**src/rtl/jtag_tap_multichan.sv**
```systemverilog
// IEEE 1149.1 TAP model with NUM_CHAN user data-register channels, IDCODE and BYPASS.
// Scan data is sampled on posedge tck; tdo, tdo_oe and jrstn are launched on negedge tck.
//
// state  | meaning
// TLR    | Test-Logic-Reset, ir forced to IDCODE_OPCODE
// RTI    | Run-Test/Idle
// SEL_DR | Select-DR-Scan
// CAP_DR | Capture-DR
// SH_DR  | Shift-DR
// EX1_DR | Exit1-DR
// PAU_DR | Pause-DR
// EX2_DR | Exit2-DR
// UPD_DR | Update-DR
// SEL_IR | Select-IR-Scan
// CAP_IR | Capture-IR
// SH_IR  | Shift-IR
// EX1_IR | Exit1-IR
// PAU_IR | Pause-IR
// EX2_IR | Exit2-IR
// UPD_IR | Update-IR
module jtag_tap_multichan #(
  parameter int                            IR_WIDTH      = 8,
  parameter int                            NUM_CHAN      = 2,
  parameter logic [NUM_CHAN*IR_WIDTH-1:0]  CHAN_OPCODES  = {8'h38, 8'h32},
  parameter logic [IR_WIDTH-1:0]           IDCODE_OPCODE = 8'hE0,
  parameter logic [31:0]                   IDCODE_VALUE  = 32'h41111043
) (
  input  logic                tck,
  input  logic                reset,
  input  logic                tms,
  input  logic                tdi,
  output logic                tdo,
  output logic                tdo_oe,
  output logic                jtck,
  output logic                jtdi,
  output logic                jrstn,
  output logic [NUM_CHAN-1:0] jshift,
  output logic [NUM_CHAN-1:0] jupdate,
  output logic [NUM_CHAN-1:0] jce,
  output logic [NUM_CHAN-1:0] jrti,
  input  logic [NUM_CHAN-1:0] jtdo
);

  typedef enum logic [3:0] {
    TLR, RTI, SEL_DR, CAP_DR, SH_DR, EX1_DR, PAU_DR, EX2_DR, UPD_DR,
    SEL_IR, CAP_IR, SH_IR, EX1_IR, PAU_IR, EX2_IR, UPD_IR
  } state_e;

  state_e                state_q, state_d;
  logic [IR_WIDTH-1:0]   ir_q, ir_shift_q, ir_cap;
  logic [31:0]           idcode_sr_q;
  logic                  bypass_q;
  logic                  jtdi_q;
  logic                  tdo_q, tdo_oe_q, jrstn_q;
  logic [NUM_CHAN-1:0]   chan_sel;
  logic                  chan_hit, sel_idcode, sel_bypass, dr_tdo;

  always_comb begin
    state_d = state_q;
    case (state_q)
      TLR:    state_d = tms ? TLR    : RTI;
      RTI:    state_d = tms ? SEL_DR : RTI;
      SEL_DR: state_d = tms ? SEL_IR : CAP_DR;
      CAP_DR: state_d = tms ? EX1_DR : SH_DR;
      SH_DR:  state_d = tms ? EX1_DR : SH_DR;
      EX1_DR: state_d = tms ? UPD_DR : PAU_DR;
      PAU_DR: state_d = tms ? EX2_DR : PAU_DR;
      EX2_DR: state_d = tms ? UPD_DR : SH_DR;
      UPD_DR: state_d = tms ? SEL_DR : RTI;
      SEL_IR: state_d = tms ? TLR    : CAP_IR;
      CAP_IR: state_d = tms ? EX1_IR : SH_IR;
      SH_IR:  state_d = tms ? EX1_IR : SH_IR;
      EX1_IR: state_d = tms ? UPD_IR : PAU_IR;
      PAU_IR: state_d = tms ? EX2_IR : PAU_IR;
      EX2_IR: state_d = tms ? UPD_IR : SH_IR;
      UPD_IR: state_d = tms ? SEL_DR : RTI;
      default: state_d = TLR;
    endcase
  end

  // Lowest-indexed matching slice wins so at most one channel is ever selected.
  always_comb begin
    chan_sel = '0;
    chan_hit = 1'b0;
    for (int i = 0; i < NUM_CHAN; i++) begin
      if (!chan_hit && ir_q == CHAN_OPCODES[i*IR_WIDTH +: IR_WIDTH]) begin
        chan_sel[i] = 1'b1;
        chan_hit    = 1'b1;
      end
    end
  end

  assign sel_idcode = !chan_hit && (ir_q == IDCODE_OPCODE);
  assign sel_bypass = !chan_hit && !sel_idcode;
  assign dr_tdo     = chan_hit ? |(jtdo & chan_sel) : (sel_idcode ? idcode_sr_q[0] : bypass_q);

  always_comb begin
    ir_cap      = ir_q;
    ir_cap[1:0] = 2'b01;
  end

  always_ff @(posedge tck or posedge reset) begin
    if (reset) begin
      state_q     <= TLR;
      ir_q        <= IDCODE_OPCODE;
      ir_shift_q  <= '0;
      idcode_sr_q <= IDCODE_VALUE;
      bypass_q    <= 1'b0;
      jtdi_q      <= 1'b0;
    end else begin
      state_q <= state_d;
      jtdi_q  <= tdi;
      case (state_q)
        TLR:    ir_q       <= IDCODE_OPCODE;
        CAP_IR: ir_shift_q <= ir_cap;
        SH_IR:  ir_shift_q <= {tdi, ir_shift_q[IR_WIDTH-1:1]};
        UPD_IR: ir_q       <= ir_shift_q;
        CAP_DR: begin
          if (sel_idcode) idcode_sr_q <= IDCODE_VALUE;
          if (sel_bypass) bypass_q    <= 1'b0;
        end
        SH_DR: begin
          if (sel_idcode) idcode_sr_q <= {tdi, idcode_sr_q[31:1]};
          if (sel_bypass) bypass_q    <= tdi;
        end
        default: ;
      endcase
    end
  end

  // Negedge launch keeps the last shifted bit on tdo through Exit1.
  always_ff @(negedge tck or posedge reset) begin
    if (reset) begin
      tdo_q    <= 1'b0;
      tdo_oe_q <= 1'b0;
      jrstn_q  <= 1'b0;
    end else begin
      jrstn_q  <= (state_q != TLR);
      tdo_oe_q <= (state_q == SH_IR) || (state_q == SH_DR);
      if (state_q == SH_IR)      tdo_q <= ir_shift_q[0];
      else if (state_q == SH_DR) tdo_q <= dr_tdo;
    end
  end

  assign tdo     = tdo_q;
  assign tdo_oe  = tdo_oe_q;
  assign jrstn   = jrstn_q;
  assign jtck    = tck;
  assign jtdi    = jtdi_q;
  assign jshift  = (state_q == SH_DR) ? chan_sel : '0;
  assign jupdate = (state_q == UPD_DR) ? chan_sel : '0;
  assign jce     = ((state_q == CAP_DR) || (state_q == SH_DR)) ? chan_sel : '0;
  assign jrti    = (state_q == RTI) ? chan_sel : '0;

endmodule

```
**config.mk**
```make
export PLATFORM = sky130hd
export DESIGN_NAME = jtag_tap_multichan
export DESIGN_NICKNAME = d
export VERILOG_FILES = /design/src/rtl/jtag_tap_multichan.sv
export SDC_FILE = /design/constraint.sdc
export NUM_CORES = 1
export LEC_CHECK = 0
export ABC_AREA = 1
export BUFFER_PORTS_ARGS = -buffer_cell sky130_fd_sc_hd__buf_2
export CAP_MARGIN = 5
export CORE_MARGIN = 3
export CORE_UTILIZATION = 62
export CTS_BUF_LIST = sky130_fd_sc_hd__clkbuf_4 sky130_fd_sc_hd__clkbuf_8
export DETAILED_ROUTE_END_ITERATION = 6
export PLACE_DENSITY = 0.82
export SYNTH_ARGS = -nofsm -noshare
export SYNTH_HDL_FRONTEND = slang
export SYNTH_SLANG_ARGS = --single-unit
```
**constraint.sdc**
```tcl
create_clock -name tck -period 2.2 [get_ports tck]
set_clock_uncertainty 0.1 [all_clocks]
set_input_delay 0.22 -clock tck [delete_from_list [all_inputs] [get_ports tck]]
set_output_delay 0.22 -clock tck [all_outputs]
set_load 0.03 [all_outputs]
```
==> impl_metrics.yaml, run 1 <==
outcome:
  outcome: "complete, but fails checks"
  violations: "design-rule violations, negative setup slack"
layout:
  antenna_cells: 0
  fin_nets: 375
  final_util_pct: 87.02
  area_growth_syn_to_layout_pct: 32.68
  drive_gt1_share_pct: 38.77
  layoutNonFillerInstCount: 424
drt:
  dr.pass1.iters: 7
  wirelength_mm: 7.900
  drt-initial-drc-count: 318
  viasPerCell: 6.052
  ant_nets: 0
  vias: 2566
  route.detailed.drc: 1
  routedWlPerCell_um: 18.63
timing:
  rsz0062_at_grt: "yes"
  drv_slew: 0
  max_slew.worst_pin.slew_ns: 0.4103
  finalHoldViolCount: 0
  final.setup.worst_slack_ns: -0.3898
  setup_viol: 14
  slew_headroom_pct: 72.59
global_route:
  gr-usage-all-layers_pct: 30.09
  grt_max_degree: 35
  grt_pass1_wl_mm: 11.50
  grt_pass1_vias: 2429
  gr-total-overflow: 0
  antenna_found_initial: 0
synthesis:
  yosysSeqAreaShare_pct: 54.11
  async_flop_share_pct: 100.0
  syn_nets: 300
  synth_cell_type_count: 32
  postSynthCellCount: 294
  synth-edff-count: 0
  ys_ff_latch: 57
  synth_flop_cell: "dfrtp_1"
  syn_avg_cell_area_um2: 9.052
  netlist_area_um2: 2661
  yosys_warnings: 0
placed_design:
  port_buffers: 18
  hpwl_mm: 3.973
  dp_cells: 389
  gp_congestion: 0.9038
critical_path:
  crit_family: "simple AND/OR/NAND/NOR gates"
  cp_slowest_cell: "dfstp_2"
  criticalPathCategory: "reg -> reg"
  path_cells: "nand2_2, nor2_4, nand2_4, nand2_4, nand2_2, nand2_2, nand2_1, nand2_1, nand2_1"
  critical_path_required_ns: 1.30
  path_buf_inv: 0
  cp-end-kind: "flip-flop"
  start_kind: "flip-flop"
  arrival_ns: 1.69
  reg2reg_from: "ir_q[7]$_DFFE_PP1P_"
  crit_path_max_incr_delay_ns: 0.58
  crit_fanout: 3
  rr_worst_depth: 9
  r2r-end: "tdo$_DFFE_NP0P_"
  rrSetupSlack_ns: -0.39
floorplan:
  initial_core_util_pct: 65.59
  io_pins: 19
  core_um2: 4058
  die_width_um: 71.52
  num_rows: 23
  die_area_um2: 5114
  die_h_um: 71.52
cts:
  path_clk_slew_ns: 0.07
  cts_tree: "built"
  clk_latency_ns: 0.46
pwr:
  leakagePower_nw: 1.741
  irDropWorstVdd_v: 0.001048
  power_density_nw_per_um2: 1397
min_path:
  hold_path.class: "in -> async"
flow_run:
  drv_cap: 0
-- layout make-up --
type	instances	area (µm²)
clock inverters	7	78.83
flip-flops and latches	57	1440
fillers	200	526.8
multi-input cells	168	1007
inverters	60	231.5
repair buffers	69	540.5
well taps	50	62.56
clock buffers	13	170.2
-- synthesized netlist by cell type, types with 4 or more instances --
| library cell | count | share of area, % |
|---|---|---|
| o211ai_1 | 5 | 1.4 |
| nand3_1 | 14 | 2.6 |
| o22ai_1 | 26 | 6.1 |
| o21ai_2 | 4 | 1.3 |
| dfstp_2 | 11 | 11 |
| nand2_1 | 45 | 6.3 |
| dfrtp_1 | 43 | 40 |
| buf_6 | 4 | 1.7 |
| o21ai_0 | 29 | 5.5 |
| nor2_1 | 22 | 3.1 |
| inv_1 | 56 | 7.9 |
-- sequential cells by signal, summed over array words and instances (netlist names) --
name and count:
bypass_q 1, idcode_sr_q 32, ir_q 8, ir_shift_q 8
jrstn 1, jtdi 1, state_q 4, tdo 1
tdo_oe 1
-- placed cells by master, fill, tap and decap left out, types with 9 or more instances in the layout --
cell       n
nor2_2     9
inv_1     50
clkbuf_8  12
dfrtp_1   43
nand2_1   35
buf_4     52
o21ai_0   28
dfstp_2   11
nor2_1    14
o22ai_1   26
nand3_1   13
-- worst max-delay path by stage --
| stage | from | endpoint | slack, ns | cells past startpoint |
|---|---|---|---|---|
| after floorplan | ir_q[5]$_DFFE_PP1P_ | tdo$_DFFE_NP0P_ | -0.40 | 10 |
| after global placement | ir_q[5]$_DFFE_PP1P_ | tdo$_DFFE_NP0P_ | -0.25 | 7 |
| after detailed placement | ir_q[5]$_DFFE_PP1P_ | tdo$_DFFE_NP0P_ | -0.34 | 7 |
| after CTS | ir_q[7]$_DFFE_PP1P_ | tdo$_DFFE_NP0P_ | -0.27 | 9 |
| after global routing | ir_q[7]$_DFFE_PP1P_ | tdo$_DFFE_NP0P_ | -0.46 | 9 |
| final | ir_q[7]$_DFFE_PP1P_ | tdo$_DFFE_NP0P_ | -0.39 | 9 |
-- metal layers --
| layer | track usage (%) | vias up | wire [µm] |
|---|---|---|---|
| li1 | - | 1112 | - |
| met1 | 37.23 | 1208 | 3002 |
| met2 | 46.12 | 181 | 3756 |
| met3 | 10.94 | 65 | 648 |
| met4 | 16.08 | 0 | 493 |
| met5 | 0 | - | 0 |
-- repair_timing --
item	in CTS	in global routing
endpoints found under the setup margin	9	13
hold endpoints to repair	50	0
setup buffers	9	5
resized for setup	21	34
hold buffers	3	0
pin swaps	7	9
-- through the flow --
stage          hold WS, ns  power [mW]  setup TNS (ns)  area, µm²  worst slack (ns)
3_5_place_dp       0.06428       3.386         -0.4450       3014           -0.3408
6_report            0.1293       4.933          -1.496       3531           -0.3898
2_1_floorplan       0.1514       2.920         -0.4007       2668           -0.4007
4_1_cts             0.1312       4.686          -1.347       3407           -0.2720
3_3_place_gp       0.05955       3.326         -0.3378       3014           -0.2521
5_1_grt             0.1477       5.180          -2.141       3531           -0.4554
-- cells by family after synthesis --
logic type             synth area share [%]
DFF                                   54.11
buffers and inverters                 11.42
AOI/OAI and AO/OA                     16.64
and+or+nand+nor                       17.82
-- power breakdown --
group	switching, mW	internal (mW)
logic	1.26	0.754
registers	0.210	1.49
clock network	0.562	0.659
total	2.03	2.90
-- tightest hold or removal path: cells and delay by family --
family	cells	cell delay, ns
buffers and inverters	3	0.84
Note: power is estimated with default switching activity, not from simulation.
==> run 2, diff against run 1 <==
Settings changed: CORE_ASPECT_RATIO set to 1.5, CTS_CLUSTER_DIAMETER set to 200.
==> impl_metrics.yaml, run 2 (synthesis gave the netlist of run 1 again) <==
timing:
  hold_slack_ns: 0.3612
  drv_slew: 0
  setup_viol: 13
  final.setup.worst_slack_ns: -0.3703
  finalHoldViolCount: 0
  max_slew.worst_pin.slew_ns: 0.4464
  slew_headroom_pct: 70.24
  rsz0062_at_grt: "yes"
  setup_tns_ns: -1.626
placed_design:
  port_buffers: 18
  placed_area_um2: 3030
  dp_cells: 387
  gp_congestion: 0.9430
  hpwl_mm: 3.964
layout:
  nFillCells: 182
  layoutNonFillerInstCount: 421
  multi_input_area_um2: 980.9
  antenna_cells: 0
  area_growth_syn_to_layout_pct: 30.65
  drive_gt1_share_pct: 35.90
  regArea_um2: 1440
  reg_top3: "idcode_sr_q x32, ir_q x8, ir_shift_q x8"
  regMostFlops: "idcode_sr_q"
  final_common_cell: "inv_1"
  largest_register_ffs: 32
  final_cell_mix: "52 x inv_1, 48 x buf_4, 43 x dfrtp_1"
  fin_nets: 377
  final_area_um2: 3477
floorplan:
  die_h_um: 86.24
  num_rows: 28
  die_width_um: 59.50
  core_um2: 4029
  io_pins: 19
  die_area_um2: 5131
  initial_core_util_pct: 66.06
drt:
  routedWlPerCell_um: 18.01
  drt-initial-drc-count: 189
  wirelength_mm: 7.581
  dr.pass1.iters: 6
  viasPerCell: 5.960
  vias: 2509
  ant_nets: 0
  route.detailed.drc: 0
cts:
  path_clk_slew_ns: 0.06
  clk_latency_ns: 0.46
  cts_tree: "built"
global_route:
  gr-usage-all-layers_pct: 29.47
  grt_max_degree: 39
  antenna_found_initial: 0
  grt_pass1_wl_mm: 11.00
  grt_pass1_vias: 2400
  gr-total-overflow: 0
critical_path:
  cp_slowest_cell: "dfstp_2"
  rrSetupSlack_ns: -0.37
  criticalPathCategory: "reg -> reg"
  start_kind: "flip-flop"
  critical_path_required_ns: 1.30
  arrival_ns: 1.67
  crit_fanout: 3
  path_common_cell: "nand2_1"
  path_cells: "inv_2, nand2_4, nor2_4, nand2_1, nor2_1, nor2_1, nand2_1, nand2_1, nand2_1"
  crit_path_max_incr_delay_ns: 0.56
  cp-end-kind: "flip-flop"
flow_run:
  drv_cap: 0
pwr:
  power_density_nw_per_um2: 1398
  leakagePower_nw: 1.754
  irDropWorstVdd_v: 0.001325
  power.total_mw: 4.862
outcome:
  outcome: "complete, but fails checks"
  violations: "negative setup slack"
min_path:
  hold_path.class: "in -> async"
run 2: per-stage QoR:
stage | utilization (%) | setup WS [ns]
after floorplan | - | -0.4007
after global placement | 75.22 | -0.2471
after detailed placement | 75.22 | -0.2816
after CTS | 83.76 | -0.2526
after global routing | 86.30 | -0.3951
final | 86.30 | -0.3703
run 2: where the power goes:
group / internal [mW] / switching (mW) / total [mW]
Combinational: 0.779 / 1.25 / 2.03
Clock: 0.663 / 0.476 / 1.14
Sequential: 1.49 / 0.207 / 1.70
Total: 2.93 / 1.93 / 4.86
run 2: critical path: cells and delay by family (launching register included):
kind | cells | cell delay [ns]
buffers and inverters | 1 | 0.06
flip-flops | 1 | 0.56
AND/OR/NAND/NOR | 8 | 0.59
run 2: final timing paths:
check	startpoint	end	cells past startpoint
worst max-delay path	ir_q[7]$_DFFE_PP1P_	tdo$_DFFE_NP0P_	9
worst min-delay path	reset	ir_shift_q[6]$_DFFE_PP0P_	4
worst max register to register	ir_q[7]$_DFFE_PP1P_	tdo$_DFFE_NP0P_	9
worst min register to register	idcode_sr_q[25]$_DFFE_PP0P_	idcode_sr_q[24]$_DFFE_PP1P_	2
max in group asynchronous	reset	tdo$_DFFE_NP0P_	3
min in group tck	tdi	jtdi$_DFF_PP0_	2
run 2: layout make-up:
type                    instances  share of cell area (%)
flip-flops and latches         57                   41.42
multi-input cells             168                   28.21
repair buffers                 71                   15.33
clock buffers                  20                   6.765
inverters                      60                   6.657
well taps                      45                   1.619
run 2: repair_timing:
action                     CTS  global route
hold endpoints to repair    50             0
pin swaps                    5            10
buffers inserted             5             7
cloned                       0             0
hold buffers                 3             0
resized for setup           17            14
setup endpoints to repair    8            13
run 2: per-layer routing:
layer | share of wire (%) | vias up | global-route usage (%)
met3 | 8.1 | 40 | 7.750
met4 | 4.5 | 0 | 18.55
met5 | 0 | - | 0
li1 | - | 1112 | -
met2 | 53 | 156 | 47.96
met1 | 34 | 1201 | 33.57
